**src/rtl/overcooked_pkg.sv**
```systemverilog
`default_nettype none
// ============================================================================
//  Package     : overcooked_pkg
//  Description : Constants and types shared by the main-to-player state frame
//                link: game-state codes, packet geometry, byte offsets inside
//                the packet and the state encodings of the frame sequencer and
//                the bit serialiser.
//  Revision    : 1.0 - initial release
// ============================================================================
package overcooked_pkg;

  // Game-state codes carried in packet byte 1
  localparam logic [2:0] WELCOME    = 3'd0;
  localparam logic [2:0] TEAM_ENTRY = 3'd1;
  localparam logic [2:0] PLAYING    = 3'd2;
  localparam logic [2:0] PAUSED     = 3'd3;
  localparam logic [2:0] FINISH     = 3'd4;

  localparam logic [7:0] SYNC_BYTE   = 8'hA5;
  localparam int         FRAME_BYTES = 68;

  localparam int GRID_ROWS  = 8;
  localparam int GRID_COLS  = 13;
  localparam int GRID_CELLS = GRID_ROWS * GRID_COLS;
  // Two 4-bit cells share one packet byte
  localparam int GRID_BYTES = GRID_CELLS / 2;

  localparam logic [6:0] OFS_TEAM = 7'd2;
  localparam logic [6:0] OFS_GRID = 7'd15;
  localparam logic [6:0] OFS_CSUM = 7'd67;

  // Frame sequencer: waits for a frame, presents a byte, waits for it to go out
  typedef enum logic [1:0] {
    FS_IDLE = 2'd0,
    FS_LOAD = 2'd1,
    FS_SEND = 2'd2
  } frame_state_t;

  // Bit serialiser line states
  typedef enum logic [2:0] {
    BS_IDLE   = 3'd0,
    BS_START  = 3'd1,
    BS_DATA   = 3'd2,
    BS_PARITY = 3'd3,
    BS_STOP   = 3'd4
  } bit_state_t;

endpackage
`default_nettype wire

```
**src/rtl/uart_tx_byte.sv**
```systemverilog
`default_nettype none
// ============================================================================
//  Module      : uart_tx_byte
//  Description : Single-byte UART serialiser, LSB first, idle-high line.
//                A byte is accepted when i_valid and o_ready are both high;
//                the line then carries start, 8 data bits, optional even
//                parity and one stop bit, each CLKS_PER_BIT cycles long.
//                o_done is high in the last cycle of the stop bit so the
//                feeder can present the next byte without an extra gap.
//  Build option: STATE_FRAME_TX_PARITY_EN - insert an even-parity bit
//                between the last data bit and the stop bit.
//  Ports       : clk, reset (sync, active-high)
//                i_data[7:0], i_valid -> byte handshake in
//                o_ready                 serialiser idle, can accept a byte
//                o_done                  last cycle of the stop bit
//                o_tx                    registered serial line
//  Parameter   : CLKS_PER_BIT (>= 4) clk cycles per bit
//  Revision    : 1.0 - initial release
// ============================================================================
module uart_tx_byte #(
  parameter int CLKS_PER_BIT = 565
) (
  input  logic       clk,
  input  logic       reset,
  input  logic [7:0] i_data,
  input  logic       i_valid,
  output logic       o_ready,
  output logic       o_done,
  output logic       o_tx
);
  import overcooked_pkg::*;

  localparam int                CNT_W    = (CLKS_PER_BIT > 1) ? $clog2(CLKS_PER_BIT) : 1;
  localparam logic [CNT_W-1:0]  CNT_LAST = CNT_W'(CLKS_PER_BIT - 1);

  bit_state_t       r_state;
  logic [CNT_W-1:0] r_cnt;
  logic [2:0]       r_bit;
  logic [7:0]       r_data;
  logic             r_tx;
  logic             w_bit_end;

  assign w_bit_end = (r_cnt == CNT_LAST);
  assign o_ready   = (r_state == BS_IDLE);
  assign o_done    = (r_state == BS_STOP) && w_bit_end;
  assign o_tx      = r_tx;

  always_ff @(posedge clk) begin
    if (reset) begin
      r_state <= BS_IDLE;
      r_cnt   <= '0;
      r_bit   <= '0;
      r_data  <= '0;
      r_tx    <= 1'b1;
    end else begin
      if (r_state != BS_IDLE) begin
        r_cnt <= w_bit_end ? '0 : r_cnt + CNT_W'(1);
      end
      case (r_state)
        BS_IDLE: begin
          if (i_valid) begin
            r_data  <= i_data;
            r_tx    <= 1'b0;
            r_cnt   <= '0;
            r_bit   <= '0;
            r_state <= BS_START;
          end
        end
        BS_START: begin
          if (w_bit_end) begin
            r_tx    <= r_data[0];
            r_state <= BS_DATA;
          end
        end
        BS_DATA: begin
          if (w_bit_end) begin
            if (r_bit == 3'd7) begin
`ifdef STATE_FRAME_TX_PARITY_EN
              r_tx    <= ^r_data;
              r_state <= BS_PARITY;
`else
              r_tx    <= 1'b1;
              r_state <= BS_STOP;
`endif
            end else begin
              r_bit <= r_bit + 3'd1;
              r_tx  <= r_data[r_bit + 3'd1];
            end
          end
        end
        BS_PARITY: begin
          if (w_bit_end) begin
            r_tx    <= 1'b1;
            r_state <= BS_STOP;
          end
        end
        BS_STOP: begin
          if (w_bit_end) begin
            r_state <= BS_IDLE;
          end
        end
        default: begin
          r_tx    <= 1'b1;
          r_state <= BS_IDLE;
        end
      endcase
    end
  end

endmodule
`default_nettype wire

```
**src/rtl/state_frame_tx.sv**
```systemverilog
`default_nettype none
// ============================================================================
//  Module      : state_frame_tx
//  Description : Transmit side of the main-to-player link. On each falling
//                edge of vsync (while idle) the game controller outputs are
//                snapshotted and sent as a 68-byte packet: sync byte, state,
//                team, timer, points, orders, time grid, object grid and an
//                8-bit additive checksum over bytes 1..66.
//  Build option: STATE_FRAME_TX_PARITY_EN - even parity bit per byte
//                (handled in uart_tx_byte; packet contents unchanged).
//  Ports       : clk, reset (sync, active-high)
//                vsync            async frame strobe, falling edge = request
//                game_state[2:0], team_name[2:0][7:0], time_left[7:0],
//                point_total[9:0], orders[3:0], order_times[3:0][4:0],
//                time_grid[3:0][3:0], object_grid[7:0][12:0][3:0]
//                tx               serial line, idle high
//                busy             snapshot capture until last stop bit ends
//                frame_dropped    1-cycle pulse on a request while busy
//  Parameters  : CLKS_PER_BIT (>= 4), SYNC_BYTE
//  Revision    : 1.0 - initial release
// ============================================================================
module state_frame_tx #(
  parameter int         CLKS_PER_BIT = 565,
  parameter logic [7:0] SYNC_BYTE    = 8'hA5
) (
  input  logic                   clk,
  input  logic                   reset,
  input  logic                   vsync,
  input  logic [2:0]             game_state,
  input  logic [2:0][7:0]        team_name,
  input  logic [7:0]             time_left,
  input  logic [9:0]             point_total,
  input  logic [3:0]             orders,
  input  logic [3:0][4:0]        order_times,
  input  logic [3:0][3:0]        time_grid,
  input  logic [7:0][12:0][3:0]  object_grid,
  output logic                   tx,
  output logic                   busy,
  output logic                   frame_dropped
);
  import overcooked_pkg::*;

  // vsync synchroniser and edge history
  logic r_vs_s1, r_vs_s2, r_vs_hist;
  logic w_fall;

  frame_state_t r_fstate;
  logic [6:0]   r_idx;
  logic [7:0]   r_csum;
  logic         r_busy;
  logic         r_dropped;

  // Snapshot
  logic [2:0]                  r_game_state;
  logic [2:0][7:0]             r_team;
  logic [7:0]                  r_time_left;
  logic [9:0]                  r_points;
  logic [3:0]                  r_orders;
  logic [3:0][4:0]             r_order_times;
  logic [3:0][3:0]             r_time_grid;
  // Cell i = row*13+col sits at bits [4i+3:4i] of the packed grid, so the
  // grid viewed as bytes is already in packet order: byte j = {cell 2j+1, cell 2j}.
  logic [GRID_BYTES-1:0][7:0]  r_grid;

  logic [7:0] w_byte;
  logic [5:0] w_gj;
  logic       w_valid, w_ready, w_done, w_tx;

  assign w_fall  = r_vs_hist & ~r_vs_s2;
  assign w_valid = (r_fstate == FS_LOAD);
  assign w_gj    = 6'(r_idx - OFS_GRID);

  assign tx            = w_tx;
  assign busy          = r_busy;
  assign frame_dropped = r_dropped;

  // Byte selector for the current packet index
  always_comb begin
    w_byte = 8'h00;
    if ((r_idx >= OFS_GRID) && (r_idx < OFS_CSUM)) begin
      w_byte = r_grid[w_gj];
    end else begin
      case (r_idx)
        7'd0:                 w_byte = SYNC_BYTE;
        7'd1:                 w_byte = {5'b0, r_game_state};
        OFS_TEAM:             w_byte = r_team[2];
        OFS_TEAM + 7'd1:      w_byte = r_team[1];
        OFS_TEAM + 7'd2:      w_byte = r_team[0];
        7'd5:                 w_byte = r_time_left;
        7'd6:                 w_byte = {6'b0, r_points[9:8]};
        7'd7:                 w_byte = r_points[7:0];
        7'd8:                 w_byte = {4'b0, r_orders};
        7'd9:                 w_byte = {3'b0, r_order_times[0]};
        7'd10:                w_byte = {3'b0, r_order_times[1]};
        7'd11:                w_byte = {3'b0, r_order_times[2]};
        7'd12:                w_byte = {3'b0, r_order_times[3]};
        7'd13:                w_byte = {r_time_grid[1], r_time_grid[0]};
        7'd14:                w_byte = {r_time_grid[3], r_time_grid[2]};
        OFS_CSUM:             w_byte = r_csum;
        default:              w_byte = 8'h00;
      endcase
    end
  end

  // Snapshot is held between accepted requests; no reset needed on data.
  always_ff @(posedge clk) begin
    if ((r_fstate == FS_IDLE) && w_fall) begin
      r_game_state  <= game_state;
      r_team        <= team_name;
      r_time_left   <= time_left;
      r_points      <= point_total;
      r_orders      <= orders;
      r_order_times <= order_times;
      r_time_grid   <= time_grid;
      r_grid        <= object_grid;
    end
  end

  // Frame sequencer
  always_ff @(posedge clk) begin
    if (reset) begin
      r_vs_s1   <= 1'b0;
      r_vs_s2   <= 1'b0;
      r_vs_hist <= 1'b0;
      r_fstate  <= FS_IDLE;
      r_idx     <= '0;
      r_csum    <= '0;
      r_busy    <= 1'b0;
      r_dropped <= 1'b0;
    end else begin
      r_vs_s1   <= vsync;
      r_vs_s2   <= r_vs_s1;
      r_vs_hist <= r_vs_s2;
      r_dropped <= w_fall && (r_fstate != FS_IDLE);
      case (r_fstate)
        FS_IDLE: begin
          if (w_fall) begin
            r_fstate <= FS_LOAD;
            r_idx    <= '0;
            r_csum   <= '0;
            r_busy   <= 1'b1;
          end
        end
        FS_LOAD: begin
          if (w_ready) begin
            r_fstate <= FS_SEND;
            // Sync byte and the checksum slot itself are not summed
            if ((r_idx != 7'd0) && (r_idx != OFS_CSUM)) begin
              r_csum <= r_csum + w_byte;
            end
          end
        end
        FS_SEND: begin
          if (w_done) begin
            if (r_idx == OFS_CSUM) begin
              r_fstate <= FS_IDLE;
              r_busy   <= 1'b0;
            end else begin
              r_idx    <= r_idx + 7'd1;
              r_fstate <= FS_LOAD;
            end
          end
        end
        default: begin
          r_fstate <= FS_IDLE;
          r_busy   <= 1'b0;
        end
      endcase
    end
  end

  uart_tx_byte #(
    .CLKS_PER_BIT (CLKS_PER_BIT)
  ) u_uart_tx_byte (
    .clk     (clk),
    .reset   (reset),
    .i_data  (w_byte),
    .i_valid (w_valid),
    .o_ready (w_ready),
    .o_done  (w_done),
    .o_tx    (w_tx)
  );

endmodule
`default_nettype wire

```
**config.mk**
```make
export PLATFORM = sky130hd
export DESIGN_NAME = state_frame_tx
export DESIGN_NICKNAME = d
export VERILOG_FILES = /design/src/rtl/overcooked_pkg.sv /design/src/rtl/uart_tx_byte.sv /design/src/rtl/state_frame_tx.sv
export SDC_FILE = /design/constraint.sdc
export NUM_CORES = 1
export LEC_CHECK = 0
export ABC_AREA = 1
export BUFFER_PORTS_ARGS = -buffer_cell sky130_fd_sc_hd__buf_2
export CAP_MARGIN = 10
export CORE_ASPECT_RATIO = 1.25
export CORE_MARGIN = 5
export CORE_UTILIZATION = 54
export CTS_BUF_LIST = sky130_fd_sc_hd__clkbuf_8 sky130_fd_sc_hd__clkbuf_16
export DETAILED_ROUTE_END_ITERATION = 12
export GPL_TIMING_DRIVEN = 0
export HOLD_SLACK_MARGIN = 0.05
export PLACE_DENSITY = 0.83
export SKIP_LAST_GASP = 1
export SYNTH_ARGS = -nofsm -noshare
export SYNTH_HDL_FRONTEND = slang
export SYNTH_SLANG_ARGS = --single-unit
```
**constraint.sdc**
```tcl
create_clock -name clk -period 45.1 [get_ports clk]
set_clock_uncertainty 0.15 [all_clocks]
set_input_delay 9.02 -clock clk [delete_from_list [all_inputs] [get_ports clk]]
set_output_delay 9.02 -clock clk [all_outputs]
set_load 0.03 [all_outputs]
```
### Yosys cells after proc, flatten, opt, wreduce, memory -nomap -nowiden

Cells that the tools add are included.

| cells by class | value |
|---|---|
| add/sub/neg operators | 5 |
| order comparisons | 4 |
| equality and inequality tests | 37 |
| mux-type cells | 44 |
| bitwise operators | 4 |
| reductions and logical operators | 22 |

Operator list:

| cell | number |
|---|---|
| $pmux 8 s16 | 1 |
| $eq 7x4->1 const B | 7 |
| $bmux 8 s6 | 1 |
| $mux 10 | 4 |
| $mux 8 | 5 |
| $eq 7x3->1 const B | 4 |
| $mux 3 | 9 |
| $mux 7 | 3 |
| $pmux 8 s2 | 1 |
| $reduce_and 4->1 | 4 |
| $pmux 3 s5 | 1 |
| $eq 7x2->1 const B | 2 |
| $ne 2x1->1 const B | 7 |
| $pmux 7 s2 | 1 |
| $ne 2x2->1 const B | 6 |
| $add 10x1->10 const B | 1 |
| $eq 10x10->1 const B | 1 |
| $mux 1 | 10 |
| $add 8x8->8 | 1 |
| $reduce_bool 2->1 | 4 |
| $add 7x1->7 const B | 1 |
| $eq 7x1->1 const B | 1 |
| $eq 7x7->1 const B | 1 |
| $ge 7x4->1 const B | 1 |
| other kinds (29) | 39 |

| word-level totals | value |
|---|---|
| bits in registers | 548 |
| bits of input ports | 504 |
| word-level logic and storage cells | 196 |

### Logic depth before layout (Yosys ltp)

| depth | value |
|---|---|
| depth after elaboration | 8 |
| mapped depth | 29 |
| depth with buffers taken out | 24 |

### Hierarchy

From an unflattened synthesis, not the netlist that was laid out.

| unflattened totals | value |
|---|---|
| cell total of the unflattened synthesis | 1877 |
| area total of the unflattened synthesis | 22750.6 um^2 |

Modules (own cells, without submodules):

| module | instances | cells each | area an instance (um^2) | sequential area each (um^2) |
|---|---|---|---|---|
| state_frame_tx | 1 | 1674 | 21364.2 | 15484.9 |
| uart_tx_byte | 1 | 203 | 1386.3 | 500.5 |

### Worst setup path after synthesis

OpenSTA, ideal clock, no wires.

| timing | value |
|---|---|
| kind | flip-flop to flip-flop |
| start | register r_fstate[0] |
| end | register r_csum[6] |
| library setup time | 0.065 ns |
| arrival time | 38.184 ns |
| data required time | 44.885 ns |
| slack | 6.701 ns |
| cell stages (with the launch flop) | 9 |
| clock period less this slack | 38.399 ns |
| path through | dfxtp_1 nor3_1 o21a_2 inv_2 nor2_2 o21ai_1 a21oi_1 a21oi_1 nor2_1 |

| between the ends | value |
|---|---|
| word-level cells in the longest chain between the ends | 3 |

RTL lines:

| element | RTL line | RTL |
|---|---|---|
| from (decl) | state_frame_tx.sv:47 | `frame_state_t r_fstate;` |
| from (signal assigned) | state_frame_tx.sv:125 | `r_fstate <= FS_IDLE;` |
| from (signal assigned) | state_frame_tx.sv:138 | `r_fstate <= FS_LOAD;` |
| from (signal assigned) | state_frame_tx.sv:146 | `r_fstate <= FS_SEND;` |
| $eq 2x1->1 / $logic_not 2->1 (equally long branches) | state_frame_tx.sv:135 | `case (r_fstate)` |
| $ne 2x2->1 (no source line) / $reduce_bool 2->1 (equally long branches) | - |  |
| $reduce_and 4->1 (no source line) | - |  |
| to (signal assigned) | state_frame_tx.sv:149 | `r_csum <= r_csum + w_byte;` |
| to (decl) | state_frame_tx.sv:49 | `logic [7:0] r_csum;` |

Parallel ways exist; a longest one is shown, timed or not.
A chain may end at the register's enable or synchronous reset.

### Final worst setup path

| timing | value |
|---|---|
| start | register r_busy, in the netlist busy |
| end | output busy |

RTL lines:

| element | RTL line | RTL |
|---|---|---|
| from (decl) | state_frame_tx.sv:50 | `logic r_busy;` |
| from (signal assigned) | state_frame_tx.sv:128 | `r_busy <= 1'b0;` |
| from (signal assigned) | state_frame_tx.sv:141 | `r_busy <= 1'b1;` |
| from (signal assigned) | state_frame_tx.sv:157 | `r_busy <= 1'b0;` |
| to (decl) | state_frame_tx.sv:38 | `output logic busy,` |

No word-level cell between the ends.

==> flow_metrics.env <==
export IMPL_status="completed"
export IMPL_wl_met3_mm=5.70
export IMPL_die_height_um=239
export IMPL_p_total_mw=1.38
export IMPL_track_usage_pct=31.0
export IMPL_timing_rr_start="r_idx[0]$_SDFFE_PP0P_"
export IMPL_vias_per_cell=5.69
export IMPL_post_route_util_pct=67.4
export IMPL_dr_pass1_iters=5
export IMPL_hold_viol=0
export IMPL_cts_sinks=548
export IMPL_p_seq_share_pct=42.9
export IMPL_switching_share_pct=32.5
export IMPL_dr_first_iter_drc_count=1969
export IMPL_cts_root_buf="clkbuf_16"
export IMPL_synthArstFlopShare_pct=0
export IMPL_gp_congestion=0.906
export IMPL_crit_fanout=2
export IMPL_grt_max_degree=17
export IMPL_critPathTopFamily="flip-flops"
export IMPL_max_clock_path_buffers=3
export IMPL_end_kind="primary output"
export IMPL_clk_latency_ps=610
export IMPL_power_density_nw_per_um2=49.1
export IMPL_syn_area_per_cell_um2=11.6
export IMPL_holdBufCountCts=0
export IMPL_cp_slowest_cell="dfxtp_1"
export IMPL_min_to="r_vs_s2$_SDFF_PP0_"
export IMPL_clock_fmax_ghz=0.0968
export IMPL_worst_pin_slew_ps=890
export IMPL_drcViolationCount=0
export IMPL_drv_slew=0
export IMPL_setup_viol=0
export IMPL_path_class="register to primary output"
export IMPL_critPathArrivalTime_ps=1160
export IMPL_path_clk_slew_ps=60
export IMPL_synth_cell_types=53
export IMPL_dp_final_hpwl_mm=56.4
export IMPL_drt_met1_wl_mm=26.4
export IMPL_num_vias=18236
export IMPL_ctsHtreeMaxLevel=2
export IMPL_syn_nets=2484
export IMPL_cpPeakStageDelay_ps=350
export IMPL_ant_nets=0
export IMPL_setup_ws_ps=34770
export IMPL_initial_core_util_pct=54.3
export IMPL_path_buf_inv=1
export IMPL_reg2reg_slack_ps=39160
export IMPL_reg2regPathDepth=29
export IMPL_core_area_um2=41800
export IMPL_rsz0062_at_grt="false"
export IMPL_synth_edff_count=501
export IMPL_antenna_found_initial=40
export IMPL_top_layer_used="met5"
export IMPL_vdd_drop_max_mv=0.0359
export IMPL_cts_buffers=52
export IMPL_hold_start="r_vs_s1$_SDFF_PP0_"
export IMPL_cts_resized=0
export IMPL_wl_mm=74.9
export IMPL_required_ps=35930
export IMPL_dp_slack_ps=34770
export IMPL_power_frac_comb_pct=25.9
export IMPL_grt_ovfl_total=0
export IMPL_layout_drive_gt1_share_pct=28.0
export IMPL_cts_setup_buffers=0
export IMPL_die_w_um=194
export IMPL_ys_flop_type="edfxtp_1"
export IMPL_syn_area_um2=22700
export IMPL_cts_tree="yes"
export IMPL_synthCells=1964
export IMPL_post_drt_wl_per_cell_um=23.4
export IMPL_maxCapViolations=0
export IMPL_crit_path_start_kind="register"
export IMPL_seq_area_frac_synth_pct=70.3
export IMPL_leakage_nw=11.3
export IMPL_grt_pass1_vias=18450
export IMPL_portBuffers=506
export IMPL_hold_path_depth=2
export IMPL_ios=507
export IMPL_power_internal_mw=0.935
export IMPL_finalNetCount=3086
export IMPL_rr_endpoint="r_csum[6]$_SDFFE_PP0P_"
export IMPL_power_net_switching_mw=0.450
export IMPL_grt_pass1_wl_mm=108
export IMPL_areaGrowthSynthToFinish_pct=24.1
export IMPL_synth_seq_cells=548
export IMPL_relSlewSlack_pct=40.3
export IMPL_min_period_ps=10330
export IMPL_rows=84
export IMPL_wl_met2_mm=38.7
export IMPL_yosys_warnings=0
export IMPL_cp_cell_sequence="buf_2"
export IMPL_min_path_type="register to register"
export IMPL_min_period_over_period_pct=22.9
export IMPL_p_clk_share_pct=31.2
export IMPL_die_area_um2=46300
## layout make-up
cell class | count | area, um^2
Antenna cell | 35 | 87.6
Buffer | 92 | 450
Clock buffer | 53 | 1330
Clock inverter | 44 | 352
Fill cell | 3106 | 13600
Inverter | 109 | 414
Multi-Input combinational cell | 1215 | 5880
Sequential cell | 548 | 16000
Tap cell | 559 | 699
Timing Repair Buffer | 548 | 3010
## layout by cell type, fill, tap and decap left out, types with 3 or more instances in the layout
cell type | netlist | layout
a211oi_1 | 13 | 13
a21oi_1 | 145 | 145
a221oi_1 | 5 | 5
a22oi_1 | 44 | 44
buf_1 | 9 | 9
buf_2 | 48 | 554
buf_4 | 8 | 13
buf_6 | 2 | 34
buf_8 | 0 | 5
bufinv_16 | 0 | 5
clkbuf_1 | 25 | 25
clkbuf_16 | 0 | 53
clkinv_1 | 0 | 11
clkinv_2 | 0 | 12
clkinv_4 | 0 | 5
dfxtp_1 | 47 | 47
diode_2 | 0 | 35
edfxtp_1 | 501 | 501
ha_1 | 15 | 15
inv_1 | 97 | 104
inv_2 | 10 | 10
nand2_1 | 508 | 508
nand2_2 | 5 | 5
nand3_1 | 255 | 255
nand4_1 | 15 | 15
nor2_1 | 96 | 96
nor2_2 | 5 | 5
nor2_4 | 5 | 5
nor3_1 | 12 | 11
nor3_2 | 3 | 4
o211ai_1 | 3 | 3
o21ai_0 | 47 | 47
o22ai_1 | 3 | 3
xnor2_1 | 3 | 3
## worst max path at each step
stage / start / endpoint / slack, ps / depth (start not counted)
3_3_place_gp: r_fstate[0]$_SDFFE_PP0P_ / r_csum[6]$_SDFFE_PP0P_ / -4600 / 8
5_1_grt: busy$_SDFFE_PP0P_ / busy / 34750 / 1
2_1_floorplan: r_fstate[0]$_SDFFE_PP0P_ / r_csum[6]$_SDFFE_PP0P_ / 6700 / 8
4_1_cts: busy$_SDFFE_PP0P_ / busy / 34750 / 1
6_report: busy$_SDFFE_PP0P_ / busy / 34770 / 1
3_5_place_dp: reset / r_vs_s1$_SDFF_PP0_ / 34770 / 4
## stage by stage
step / hold slack, ps / cells / TNS [ps] / cell area [um^2]
after global routing: 279 / 3202 / 0 / 28200
after global placement: 254 / 3029 / -968850 / 26000
after floorplan: 238 / 1964 / 0 / 22700
final: 268 / 3203 / 0 / 28200
after CTS: 272 / 3168 / 0 / 28100
after detailed placement: 263 / 3071 / 0 / 26400
## worst min-delay path: stages (launching register included)
cell and delay, ps:
dfxtp_1 300, inv_1 50, nor2_1 30
## logic make-up after synthesis
family / synth area share [%]
and+or+nand+nor: 17.7
DFF: 70.3
AOI/OAI and AO/OA: 7.01
buffers and inverters: 3.80
adders and majority gates: 0.914
xor gates and xnor gates: 0.264
## synth_stat cells (3+ instances only)
cell      number  area share (%)
a211oi_1      13            0.43
a21oi_1      145             3.2
a221oi_1       5            0.19
a22oi_1       44             1.5
buf_1          9            0.15
buf_2         48             1.1
buf_4          8            0.26
clkbuf_1      25            0.41
dfxtp_1       47             4.1
edfxtp_1     501              66
ha_1          15            0.83
inv_1         97             1.6
inv_2         10            0.17
nand2_1      508             8.4
nand2_2        5            0.14
nand3_1      255             5.6
nand4_1       15            0.41
nor2_1        96             1.6
nor2_2         5            0.14
nor2_4         5            0.25
nor3_1        12            0.26
nor3_2         3            0.13
o211ai_1       3           0.099
o21ai_0       47             1.0
o22ai_1        3           0.083
xnor2_1        3            0.12
## registers in the layout, indices dropped and copies added (netlist names), 2 cells and up
register                count
r_idx                       7
r_points                   10
r_fstate                    2
u_uart_tx_byte.r_bit        3
u_uart_tx_byte.r_state      3
r_grid                    416
r_csum                      8
r_time_left                 8
r_team                     24
r_orders                    4
r_time_grid                16
u_uart_tx_byte.r_data       8
r_order_times              20
u_uart_tx_byte.r_cnt       10
r_game_state                3
## metal layers
layer / GRT usage (%) / vias to the layer above
met4: 15.9 / 12
met3: 5.25 / 240
met1: 36.6 / 8668
met5: 0 / -
li1: - / 8217
met2: 55.0 / 1099
## power groups by stage
| stage | registers, mW | clock network [mW] | logic (mW) |
|---|---|---|---|
| finish | 0.594 | 0.433 | 0.358 |
| global route | 0.595 | 0.457 | 0.388 |
| CTS | 0.593 | 0.436 | 0.353 |
| detailed placement | 0.604 | 0 | 0.349 |
| global placement | 0.639 | 0 | 0.336 |
| floorplan | 0.629 | 0 | 0.211 |
(Power assumes the default switching activity.)
